`config.mk`:
```
export PLATFORM = sky130hd
export DESIGN_NAME = flit_queue
export DESIGN_NICKNAME = d
export VERILOG_FILES = /design/src/rtl/flit_queue_pkg.sv /design/src/rtl/ts_due_compare.sv /design/src/rtl/flit_queue.sv
export SDC_FILE = /design/constraint.sdc
export NUM_CORES = 1
export LEC_CHECK = 0
export CAP_MARGIN = 0
export CORE_UTILIZATION = 60
export CTS_BUF_LIST = sky130_fd_sc_hd__clkbuf_8 sky130_fd_sc_hd__clkbuf_16
export DETAILED_ROUTE_END_ITERATION = 7
export PLACE_DENSITY_LB_ADDON = 0.15
export SKIP_CTS_REPAIR_TIMING = 1
export SYNTH_ARGS = -nofsm -noshare
export SYNTH_HDL_FRONTEND = slang
export SYNTH_SLANG_ARGS = --single-unit
```
`constraint.sdc`:
```
create_clock -name clock -period 6.98 [get_ports clock]
set_input_delay 0.698 -clock clock [delete_from_list [all_inputs] [get_ports clock]]
set_output_delay 0.698 -clock clock [all_outputs]
set_load 0.05 [all_outputs]
```
`src/rtl/flit_queue_pkg.sv`:
```
// Shared flit layout, timestamp width and sizing helpers for the time-gated flit queues.
package flit_queue_pkg;

    localparam int FLIT_WIDTH  = 32;
    localparam int TS_WIDTH    = 10;
    localparam int FLIT_TS_LSB = 0;
    localparam int FLIT_TS_MSB = FLIT_TS_LSB + TS_WIDTH - 1;

    typedef logic [FLIT_WIDTH-1:0] flit_t;
    typedef logic [TS_WIDTH-1:0]   ts_t;

    // Queue operation for one cycle, encoded as {push, pop}.
    typedef enum logic [1:0] {
        Q_IDLE = 2'b00,
        Q_POP  = 2'b01,
        Q_PUSH = 2'b10,
        Q_BOTH = 2'b11
    } q_op_e;

    // Number of bits needed to represent value (CLogB2(15) = 4, CLogB2(1) = 1).
    function automatic int clogb2(input int value);
        int bits;
        bits = 0;
        for (int v = value; v > 0; v = v >> 1) begin
            bits++;
        end
        return bits;
    endfunction

endpackage

```
`src/rtl/ts_due_compare.sv`:
```
// Wrap-safe "timestamp has been reached" compare; shared by the time-gated queues.
module ts_due_compare #(
    parameter int WIDTH = 10
) (
    input  logic [WIDTH-1:0] now,
    input  logic [WIDTH-1:0] ts,
    output logic             due
);

    localparam logic [WIDTH-1:0] HALF_RANGE = {1'b1, {(WIDTH-1){1'b0}}};

    logic [WIDTH-1:0] elapsed;

    // Modular difference: anything within half the range "behind" now counts as reached.
    assign elapsed = now - ts;
    assign due     = (elapsed < HALF_RANGE);

endmodule

```
`src/rtl/flit_queue.sv`:
```
// Circular flit FIFO whose head is released only once its timestamp is due; one credit per pop.
module flit_queue
    import flit_queue_pkg::*;
#(
    parameter int DEPTH     = 16,
    parameter int LOG_DEPTH = clogb2(DEPTH - 1)
) (
    input  logic                  clock,
    input  logic                  reset,
    input  logic                  enable,
    input  logic [TS_WIDTH-1:0]   sim_time,
    input  logic [FLIT_WIDTH-1:0] flit_in,
    input  logic                  flit_in_valid,
    output logic [FLIT_WIDTH-1:0] flit_out,
    output logic                  flit_out_valid,
    input  logic                  flit_ack,
    output logic                  credit_out,
    output logic                  empty,
    output logic                  full,
    output logic [LOG_DEPTH:0]    count,
    output logic                  overflow_error
);

    flit_t                mem [DEPTH];
    logic [LOG_DEPTH-1:0] wr_ptr;
    logic [LOG_DEPTH-1:0] rd_ptr;
    logic                 head_due;
    logic                 push;
    logic                 pop;
    logic                 drop;
    q_op_e                op;

    assign flit_out = mem[rd_ptr];

    ts_due_compare #(
        .WIDTH (TS_WIDTH)
    ) u_ts_due_compare (
        .now (sim_time),
        .ts  (flit_out[FLIT_TS_MSB:FLIT_TS_LSB]),
        .due (head_due)
    );

    assign empty          = (count == '0);
    assign full           = (count == (LOG_DEPTH+1)'(DEPTH));
    assign flit_out_valid = ~empty & head_due;

    // A pop frees the slot in the same cycle, so a full queue still accepts a push alongside it.
    assign pop  = enable & flit_ack & flit_out_valid;
    assign push = enable & flit_in_valid & (~full | pop);
    assign drop = enable & flit_in_valid & full & ~pop;
    assign op   = q_op_e'({push, pop});

    // NOTE: storage has no reset; only pointers and count define which entries are live.
    always_ff @(posedge clock) begin
        if (push) begin
            mem[wr_ptr] <= flit_in;
        end
    end

    // NOTE: non-blocking assignments so every register samples pre-edge values.
    always_ff @(posedge clock or negedge reset) begin
        if (!reset) begin
            wr_ptr         <= '0;
            rd_ptr         <= '0;
            count          <= '0;
            credit_out     <= 1'b0;
            overflow_error <= 1'b0;
        end else begin
            credit_out <= pop;
            if (drop) begin
                overflow_error <= 1'b1;
            end
            if (push) begin
                wr_ptr <= wr_ptr + LOG_DEPTH'(1);
            end
            if (pop) begin
                rd_ptr <= rd_ptr + LOG_DEPTH'(1);
            end
            case (op)
                Q_PUSH:  count <= count + (LOG_DEPTH+1)'(1);
                Q_POP:   count <= count - (LOG_DEPTH+1)'(1);
                default: count <= count;
            endcase
        end
    end

endmodule

```
==> results.cfg, run 1 <==
[worst_hold_path]
min_path_type = reg -> reg

[global_routing]
grt-busiest-layer = met2
grt_pass1_vias = 11020
antenna_found_initial = 0
grtUsageMet2_pct = 41.77
use_met1_pct = 34.06
grt_overflow = 0
grt_util_all_layers_pct = 24.97
grt_max_degree = 63
grt_pass1_wl_um = 65740
met3_usage_pct = 4.023

[sta]
maxSlewViolCount = 0
post-route-period-util_pct = 81.55
finalSetupTns_ps = 0
skew_ps = 16.38
finalSetupViolations = 0
max_slew_margin_pct = 25.15
min_period_ps = 5692
hold_viol_final = 0
worst_pin_slew_ps = 1123
clock.fmax_ghz = 0.1757
rsz0062_at_grt = false

[worst_setup_path]
critPathKind = reg -> out
r2r_slack_ps = 1440
arrival_ps = 4990
cp-start-kind = flop
end_kind = output pin
critical_path_peak_fanout = 37
critPathRequiredTime_ps = 6280

[pwr]
powerDensity_mw_per_mm2 = 427.2
ir_worst_vdd_mv = 0.4116
power_w = 0.01016
p_leak_nw = 8.026

[finish]
n_antenna_cell = 0
drive_above_1_share_pct = 16.31
area_growth_pct = 14.11
fin_nets = 1258
fillerInstances = 2148

[cts]
cts_inserted_buffers = 52
clock_latency_ps = 570
path_clk_slew_ps = 60
cts_root_buffer = clkbuf_16
cts_tree = yes
cts.htree.levels = 2
clockBufferDepth = 3
cts_sinks = 527

[synthesis]
synth_nets = 1159
synth.avg_cell_area_um2 = 19.03
synth_top_area_share_pct = 73.80
synth_cells = 1095
synth_seq_cells = 527
yosys.area.top_type = edfxtp_1
syn_area_mm2 = 0.02083
synthTopCellsByArea = edfxtp_1 (74%), mux4_2 (7.5%), mux2i_1 (5.0%), dfrtp_1 (1.8%), a221oi_1 (1.3%)
synth_cell_types = 46
synth_edf_count = 512
yosysWarnings = 0
synthArstFlopShare_pct = 2.846
synth_ff_type = edfxtp_1
synth.most_common_cell = edfxtp_1
synth_seq_area_share_pct = 75.60
ys_top_cells_by_count = edfxtp_1 (512), mux2i_1 (105), mux4_2 (69), nand2_1 (53), o21ai_0 (51)

[die]
die_w_um = 188.3
fp.dieArea_mm2 = 0.03547
rows = 67
start_util_pct = 61.51
core-area_mm2 = 0.03387
fp.dieH_um = 188.3
ios = 89

[job]
maxCapViolations = 0

[drt]
drt_pre_antenna_iters = 5
routed_wl_um = 42840
drt_iter0_markers = 933
wl_per_cell_um = 25.50
num_vias = 10570
via_per_inst = 6.291
ant_nets = 0
route.detailed.drc = 0

[placement]
place_congestion = 0.8105
portBuffers = 88
hpwl_um = 23690

[status]
outcome = completed
[state kept, by name, summed over array words and instances, names as in the netlist]
name and cells:
count 5, credit_out 1, mem 512, overflow_error 1, rd_ptr 4, wr_ptr 4
[power by group]
| part | internal, W | total [W] | switching (W) | leakage [nW] |
|---|---|---|---|---|
| Sequential | 0.00368 | 0.00392 | 0.000245 | 4.79 |
| Clock | 0.00147 | 0.00259 | 0.00112 | 0.819 |
| Combinational | 0.00141 | 0.00364 | 0.00223 | 2.42 |
[critical path, cell delays in order, from the launching register on]
cell,delay [ps]
dfrtp_4,850
and2_2,750
buf_4,400
a221oi_1,160
o21ai_0,180
and2_1,200
ha_1,260
nand4_1,130
a211o_1,130
o211ai_2,170
xnor2_1,230
nor2_1,130
clkdlybuf4s50_1,810
[cell type report]
| type | instances | area (um^2) | area share, % |
|---|---|---|---|
| Sequential cell | 527 | 15760 | 66.29 |
| Multi-Input combinational cell | 492 | 4818 | 20.27 |
| Clock buffer | 56 | 1368 | 5.753 |
| Timing Repair Buffer | 101 | 978.4 | 4.116 |
| Tap cell | 448 | 560.5 | 2.358 |
| Clock inverter | 36 | 212.7 | 0.8947 |
| Inverter | 20 | 75.07 | 0.3158 |
[routing by layer]
| metal | up-vias | wire (um) |
|---|---|---|
| met4 | 0 | 1082 |
| met3 | 77 | 2763 |
| met2 | 378 | 21430 |
| li1 | 4637 | - |
| met1 | 5477 | 17560 |
| met5 | - | 0 |
[logic make-up after synthesis]
kind of cell    Yosys count  synth area share, %
flops                   527                75.60
mux                     200                13.98
compound gates          163                5.105
simple gates            102                2.432
buf+inv                  76                1.405
fa+ha+maj                17                1.057
xor+xnor                 10               0.4204
[placed cells by master (no fill, tap or decap), types with 3 or more instances in the layout]
cell type / synthesis / layout
and3_2: 0 / 12
edfxtp_1: 512 / 512
a22oi_1: 30 / 30
nor2_1: 3 / 3
a221oi_1: 30 / 30
o21ai_0: 51 / 51
nor2b_1: 5 / 4
mux2_2: 23 / 23
clkbuf_16: 0 / 53
mux2i_1: 105 / 105
buf_4: 0 / 13
clkdlybuf4s50_1: 0 / 88
clkinv_1: 0 / 12
nand2_1: 53 / 53
a21o_1: 6 / 6
clkinv_2: 0 / 6
xor2_1: 4 / 4
dfrtp_1: 15 / 11
mux4_2: 69 / 69
and2_1: 14 / 10
ha_1: 16 / 16
and2_2: 0 / 5
clkbuf_8: 0 / 3
a21oi_1: 36 / 36
inv_1: 19 / 31
xnor2_1: 6 / 6
[metrics by stage]
| stage | cell area [um^2] | util (%) | hold WS, ps | worst slack [ps] | cells |
|---|---|---|---|---|---|
| after floorplan | 20830 | - | 402.4 | 1817 | 1095 |
| after global placement | 22190 | 65.53 | 471.7 | 1555 | 1588 |
| after detailed placement | 22190 | 65.53 | 468.8 | 1456 | 1588 |
| after CTS | 23770 | 70.19 | 494.1 | 1277 | 1680 |
| after global routing | 23770 | 70.19 | 504.7 | 1132 | 1680 |
| final | 23770 | 70.19 | 486.2 | 1288 | 1680 |
[final timing paths]
kind,startpoint,end,cells after the start
worst max register to register,rd_ptr[1],count[3],19
worst min-delay path,overflow_error,overflow_error,1
max in group asynchronous,reset,rd_ptr[1],1
worst min register to register,overflow_error,overflow_error,1
worst max-delay path,rd_ptr[1],flit_out_valid,12
min in group asynchronous,reset,overflow_error,1
(Power assumes the default switching activity.)
==> inputs of run 2 (changes only) <==
- clock period: 6.98 -> 5.8 ns (I/O delays scaled with it)
==> run 2 against run 1 <==
  * Global-route usage is 0.64 points higher
  * Critical endpoint is now count[3]
  * Total power is 22% higher
  * Largest cell class unchanged
  * Register-to-register slack worse by 660 ps
  * Wire length is 3.0% higher
  * Sequential power is 18% higher
  * Sequential share of layout area is 0.98 points lower
==> results.cfg, run 2 (same netlist as run 1, synthesis figures left out) <==
[finish]
final_common_cell = edfxtp_1
multi_input_area_mm2 = 0.004818
register_area_mm2 = 0.01576
largest-register = mem
fillerInstances = 2128
fin_area_mm2 = 0.02413
layout_common_cells = edfxtp_1 (512), mux2i_1 (105), clkdlybuf4s50_1 (87)
area_growth_pct = 15.83
fin_cells = 1700
reg.largest.list = mem x512, count x5
n_antenna_cell = 0
largest_reg_flops = 512
fin_nets = 1273
drive_above_1_share_pct = 18.13

[drt]
met3_length_um = 3479
ant_nets = 0
num_vias = 10810
dr_wl_met2_um = 21010
maxUsedRoutingLayer = met4
via_per_inst = 6.356
wl_per_cell_um = 25.96
routed_wl_um = 44130
drt_pre_antenna_iters = 5
route.detailed.drc = 0
drt_iter0_markers = 1137
wirelength_met1_um = 18710

[pwr]
p_sw_w = 0.004405
internal_power_w = 0.007971
ir_worst_vdd_mv = 0.4453
power_w = 0.01238
p_seq_share_pct = 37.2
p_leak_nw = 8.173
p_comb_share_pct = 36.8
powerDensity_mw_per_mm2 = 512.9
sw_frac_of_total_pct = 35.60
power_frac_clock_pct = 25.9

[sta]
rsz0062_at_grt = false
hold_viol_final = 0
setup_slack_ps = 776.7
worst_pin_slew_ps = 1108
max_slew_margin_pct = 26.12
post-route-period-util_pct = 86.61
clock.fmax_ghz = 0.1991
skew_ps = 21.25
finalSetupViolations = 0
maxSlewViolCount = 0
finalSetupTns_ps = 0
min_period_ps = 5023

[die]
ios = 89
fp.dieArea_mm2 = 0.03547
rows = 67
start_util_pct = 61.51
fp.dieH_um = 188.3
die_w_um = 188.3
core-area_mm2 = 0.03387

[job]
maxCapViolations = 0

[worst_setup_path]
slowest_stage = dfrtp_4
reg2reg_to = count[3]
end_kind = flop
critPathMostFrequentCell = a21o_1
crit_chain = buf_4, mux2i_1, a221oi_1, o21ai_0, and2_1, ha_1, a21o_1, a21o_1, a21oi_1, o211ai_2, mux2i_4, inv_2, nand2_1, inv_1, ha_1, a21o_1, a21oi_1, xor2_1, a41oi_1, a22o_1
critPathKind = reg -> reg
arrival_ps = 5480
r2r-start = rd_ptr[0]
critPathRequiredTime_ps = 6260
r2r_cells = 20
critical_path_peak_fanout = 24
slowest_delay_ps = 550
r2r_slack_ps = 780
cp-start-kind = flop

[cts]
cts_sinks = 527
clock_latency_ps = 570
cts_root_buffer = clkbuf_16
cts.htree.levels = 2
cts_tree = yes
cts_inserted_buffers = 52
clockBufferDepth = 3
path_clk_slew_ps = 60

[global_routing]
grt_pass1_wl_um = 67040
grt_overflow = 0
grt_pass1_vias = 10970
antenna_found_initial = 0
grt_util_all_layers_pct = 25.60
grt_max_degree = 65

[placement]
hpwl_um = 25530
portBuffers = 88
dpl-instance-area_mm2 = 0.02248
place_congestion = 0.8126
dpl.cell_count = 1603
pre_cts_slack_ps = 752.2

[status]
outcome = completed

[worst_hold_path]
min_path_type = in -> async
run 2: changes by cell type in the layout (fill, tap and decap cells not counted), sizes merged:
cell	change
buf	+16
bufinv	+2
clkbuf	-4
clkdlybuf4s50	-1
clkinv	+13
inv	-6
run 2: routing by layer:
metal	global-route usage [%]	vias to the layer above
met2	40.31	477
met4	7.134	0
li1	-	4682
met5	0	-
met1	37.35	5577
met3	4.656	69
run 2: critical path, delay by kind of cell, from the launching register on:
family                   cells  cell delay [ps]
AO/OA/AOI/OAI               10             1990
XOR/XNOR                     1              200
adder cells (fa/ha/maj)      2              560
buffers and inverters        3              650
flip-flops                   1              550
multiplexers                 2              570
AND/OR/NAND/NOR              2              350
run 2: worst max path at each step:
stage          startpoint       end  slack [ps]  depth (start not counted)
3_3_place_gp    rd_ptr[0]  count[3]         940                         20
6_report        rd_ptr[0]  count[3]         780                         20
5_1_grt         rd_ptr[0]  count[3]         460                         20
3_5_place_dp    rd_ptr[0]  count[3]         750                         20
4_1_cts         rd_ptr[0]  count[3]         750                         20
2_1_floorplan   rd_ptr[0]  count[3]         640                         23
run 2: per-stage QoR:
stage | hold WS, ps | utilization (%)
global route | 498.8 | 71.25
CTS | 468.6 | 71.25
global placement | 466.7 | 66.37
floorplan | 284.4 | -
finish | 449.5 | 71.25
detailed placement | 455.6 | 66.37
run 2: cell type report:
| cell class | count | area share (%) |
|---|---|---|
| Clock buffer | 52 | 5.393 |
| Tap cell | 448 | 2.323 |
| Timing Repair Buffer | 116 | 5.237 |
| Inverter | 20 | 0.3111 |
| Sequential cell | 527 | 65.31 |
| Multi-Input combinational cell | 492 | 19.97 |
| Clock inverter | 45 | 1.452 |
run 2: power by group through the flow:
stage / sequential, W / combinational [W] / clock (W)
floorplan: 0.00464 / 0.00315 / 0
global placement: 0.00467 / 0.00451 / 0
detailed placement: 0.00469 / 0.00456 / 0
CTS: 0.00461 / 0.00458 / 0.00325
global route: 0.00463 / 0.00484 / 0.00341
finish: 0.00461 / 0.00456 / 0.00321
==> inputs of run 3 (changes only) <==
- CORE_ASPECT_RATIO: not set -> 0.7
==> run 3 against run 2 <==
  * Sequential cell count did not move
  * Sequential power barely moved
  * Highest routed layer unchanged
  * Total power fell by 2.6%
  * Global-route usage rose by 0.68 points
  * Worst setup slack got worse by 360 ps
  * Non-clock buffer count rose by 11
  * Core utilization fell by 0.54 points
  * First-iteration DRC count rose by 0.62%
  * Count of clock-buffer cells in the layout fell by 3
  * Cell count rose by 0.76%
  * Die area barely moved
==> results.cfg, run 3 (same netlist as run 1, synthesis figures left out) <==
[sta]
max_slew_margin_pct = 41.61
worst_pin_slew_ps = 875.9
post-route-period-util_pct = 92.86
clock.fmax_ghz = 0.1857
finalSetupTns_ps = 0
maxSlewViolCount = 0
rsz0062_at_grt = false
min_period_ps = 5386
hold_viol_final = 0
finalSetupViolations = 0
skew_ps = 14.66

[cts]
cts.htree.levels = 2
clock_latency_ps = 560
cts_sinks = 527
cts_root_buffer = clkbuf_16
clockBufferDepth = 3
cts_inserted_buffers = 48
cts_tree = yes
path_clk_slew_ps = 60

[drt]
met3_length_um = 3432
routed_wl_um = 45000
via_per_inst = 6.308
wirelength_met1_um = 20080
dr_wl_met2_um = 20560
wl_per_cell_um = 26.27
route.detailed.drc = 0
num_vias = 10810
maxUsedRoutingLayer = met4
drt_pre_antenna_iters = 6
drt_iter0_markers = 1144
ant_nets = 0

[worst_setup_path]
path_buf_inv = 3
crit_family = compound AO/OA/AOI/OAI gates
end_kind = flop
arrival_ps = 5830
critical_path_peak_fanout = 33
critPathRequiredTime_ps = 6250
crit_chain = buf_12, mux2i_1, a221oi_1, o21ai_0, and2_1, ha_1, nand4_1, a211o_1, o211ai_2, mux2i_4, inv_2, nand2_1, inv_1, ha_1, a21o_1, a21oi_1, xor2_1, a41oi_1, a22o_1
slowest_stage = dfrtp_4
critPathMostFrequentCell = ha_1
cp-start-kind = flop
slowest_delay_ps = 820
critPathKind = reg -> reg
r2r_slack_ps = 410

[die]
fp.dieArea_mm2 = 0.03548
core-area_mm2 = 0.03384
start_util_pct = 61.56
rows = 56
die_w_um = 224.7
ios = 89
fp.dieH_um = 157.9

[status]
outcome = completed

[pwr]
p_leak_nw = 8.105
p_sw_w = 0.004331
power_frac_clock_pct = 24.0
p_seq_share_pct = 38.4
p_comb_share_pct = 37.6
internal_power_w = 0.007718
powerDensity_mw_per_mm2 = 503.5
ir_worst_vdd_mv = 0.3190
sw_frac_of_total_pct = 35.95

[finish]
fin_nets = 1280
largest_reg_flops = 512
largest-register = mem
fillerInstances = 2134
final_common_cell = edfxtp_1
layout_common_cells = edfxtp_1 (512), mux2i_1 (105), clkdlybuf4s50_1 (87)
reg.largest.list = mem x512, count x5
drive_above_1_share_pct = 17.47
area_growth_pct = 14.87
fin_area_mm2 = 0.02393

[global_routing]
grt_pass1_wl_um = 67760
grt_util_all_layers_pct = 26.28
grt_overflow = 0
antenna_found_initial = 1
grt_max_degree = 45
grt_pass1_vias = 10960

[placement]
portBuffers = 88
dpl-instance-area_mm2 = 0.02253
hpwl_um = 26270
place_congestion = 0.8156

[job]
maxCapViolations = 0

[worst_hold_path]
min_path_type = in -> async
==> run 3: cell count changes in the layout (fill, tap and decap cells not counted), moves of 3 or more <==
cell,previous run,this run
clkinv_2,15,5
clkinv_8,3,0
clkbuf_16,52,49
buf_12,14,10
bufinv_16,4,1
inv_1,26,29
inv_6,0,3
buf_4,15,30
==> run 3: routing by layer <==
metal,GRT usage [%],vias to the layer above
met5,0,-
met4,7.353,0
met3,3.842,73
met2,39.83,468
met1,40.44,5586
li1,-,4678
==> run 3: layout make-up <==
| class | count | area (um^2) | area share [%] |
|---|---|---|---|
| sequential | 527 | 15760 | 65.86 |
| multi-input combinational | 492 | 4818 | 20.13 |
| timing repair buffer | 127 | 1296 | 5.417 |
| clock buffer | 49 | 1226 | 5.124 |
| tap | 464 | 580.6 | 2.426 |
| clock inverter | 33 | 171.4 | 0.7163 |
| inverter | 20 | 75.07 | 0.3137 |
| antenna | 1 | 2.502 | 0.01046 |
==> run 3: final timing paths <==
| path | end | depth (start not counted) | startpoint |
|---|---|---|---|
| hold / removal | count[0] | 1 | reset |
| hold reg to reg | overflow_error | 1 | overflow_error |
| min in group clock | overflow_error | 1 | overflow_error |
| max in group asynchronous | rd_ptr[1] | 1 | reset |
| setup reg to reg | count[3] | 19 | rd_ptr[0] |
| setup / recovery | count[3] | 19 | rd_ptr[0] |
==> run 3: worst reg2reg max path: stages, from the launching register on <==
cell	delay, ps
dfrtp_4	820
buf_12	350
mux2i_1	130
a221oi_1	460
o21ai_0	150
and2_1	230
ha_1	300
nand4_1	140
a211o_1	260
o211ai_2	180
mux2i_4	570
inv_2	180
nand2_1	140
inv_1	90
ha_1	270
a21o_1	180
a21oi_1	160
xor2_1	240
a41oi_1	170
a22o_1	270
==> run 3: power by group through the flow <==
stage / Clock, W / Sequential (W) / Combinational [W]
after floorplan: 0 / 0.00464 / 0.00315
after global placement: 0 / 0.00470 / 0.00448
after detailed placement: 0 / 0.00471 / 0.00452
after CTS: 0.00292 / 0.00463 / 0.00455
after global routing: 0.00306 / 0.00466 / 0.00480
final: 0.00289 / 0.00463 / 0.00453
==> run 3: per-stage QoR <==
stage / setup WS (ps) / std cells / power [W] / utilization [%] / hold WS (ps)
after global placement: 745.1 / 1630 / 0.009175 / 66.57 / 475.3
after global routing: 87.07 / 1713 / 0.01252 / 70.71 / 500.7
after CTS: 449.1 / 1712 / 0.01209 / 70.70 / 483.1
final: 414.1 / 1713 / 0.01205 / 70.71 / 478.7
after detailed placement: 584.6 / 1630 / 0.009231 / 66.57 / 468.4
after floorplan: 637.0 / 1095 / 0.007791 / - / 284.4
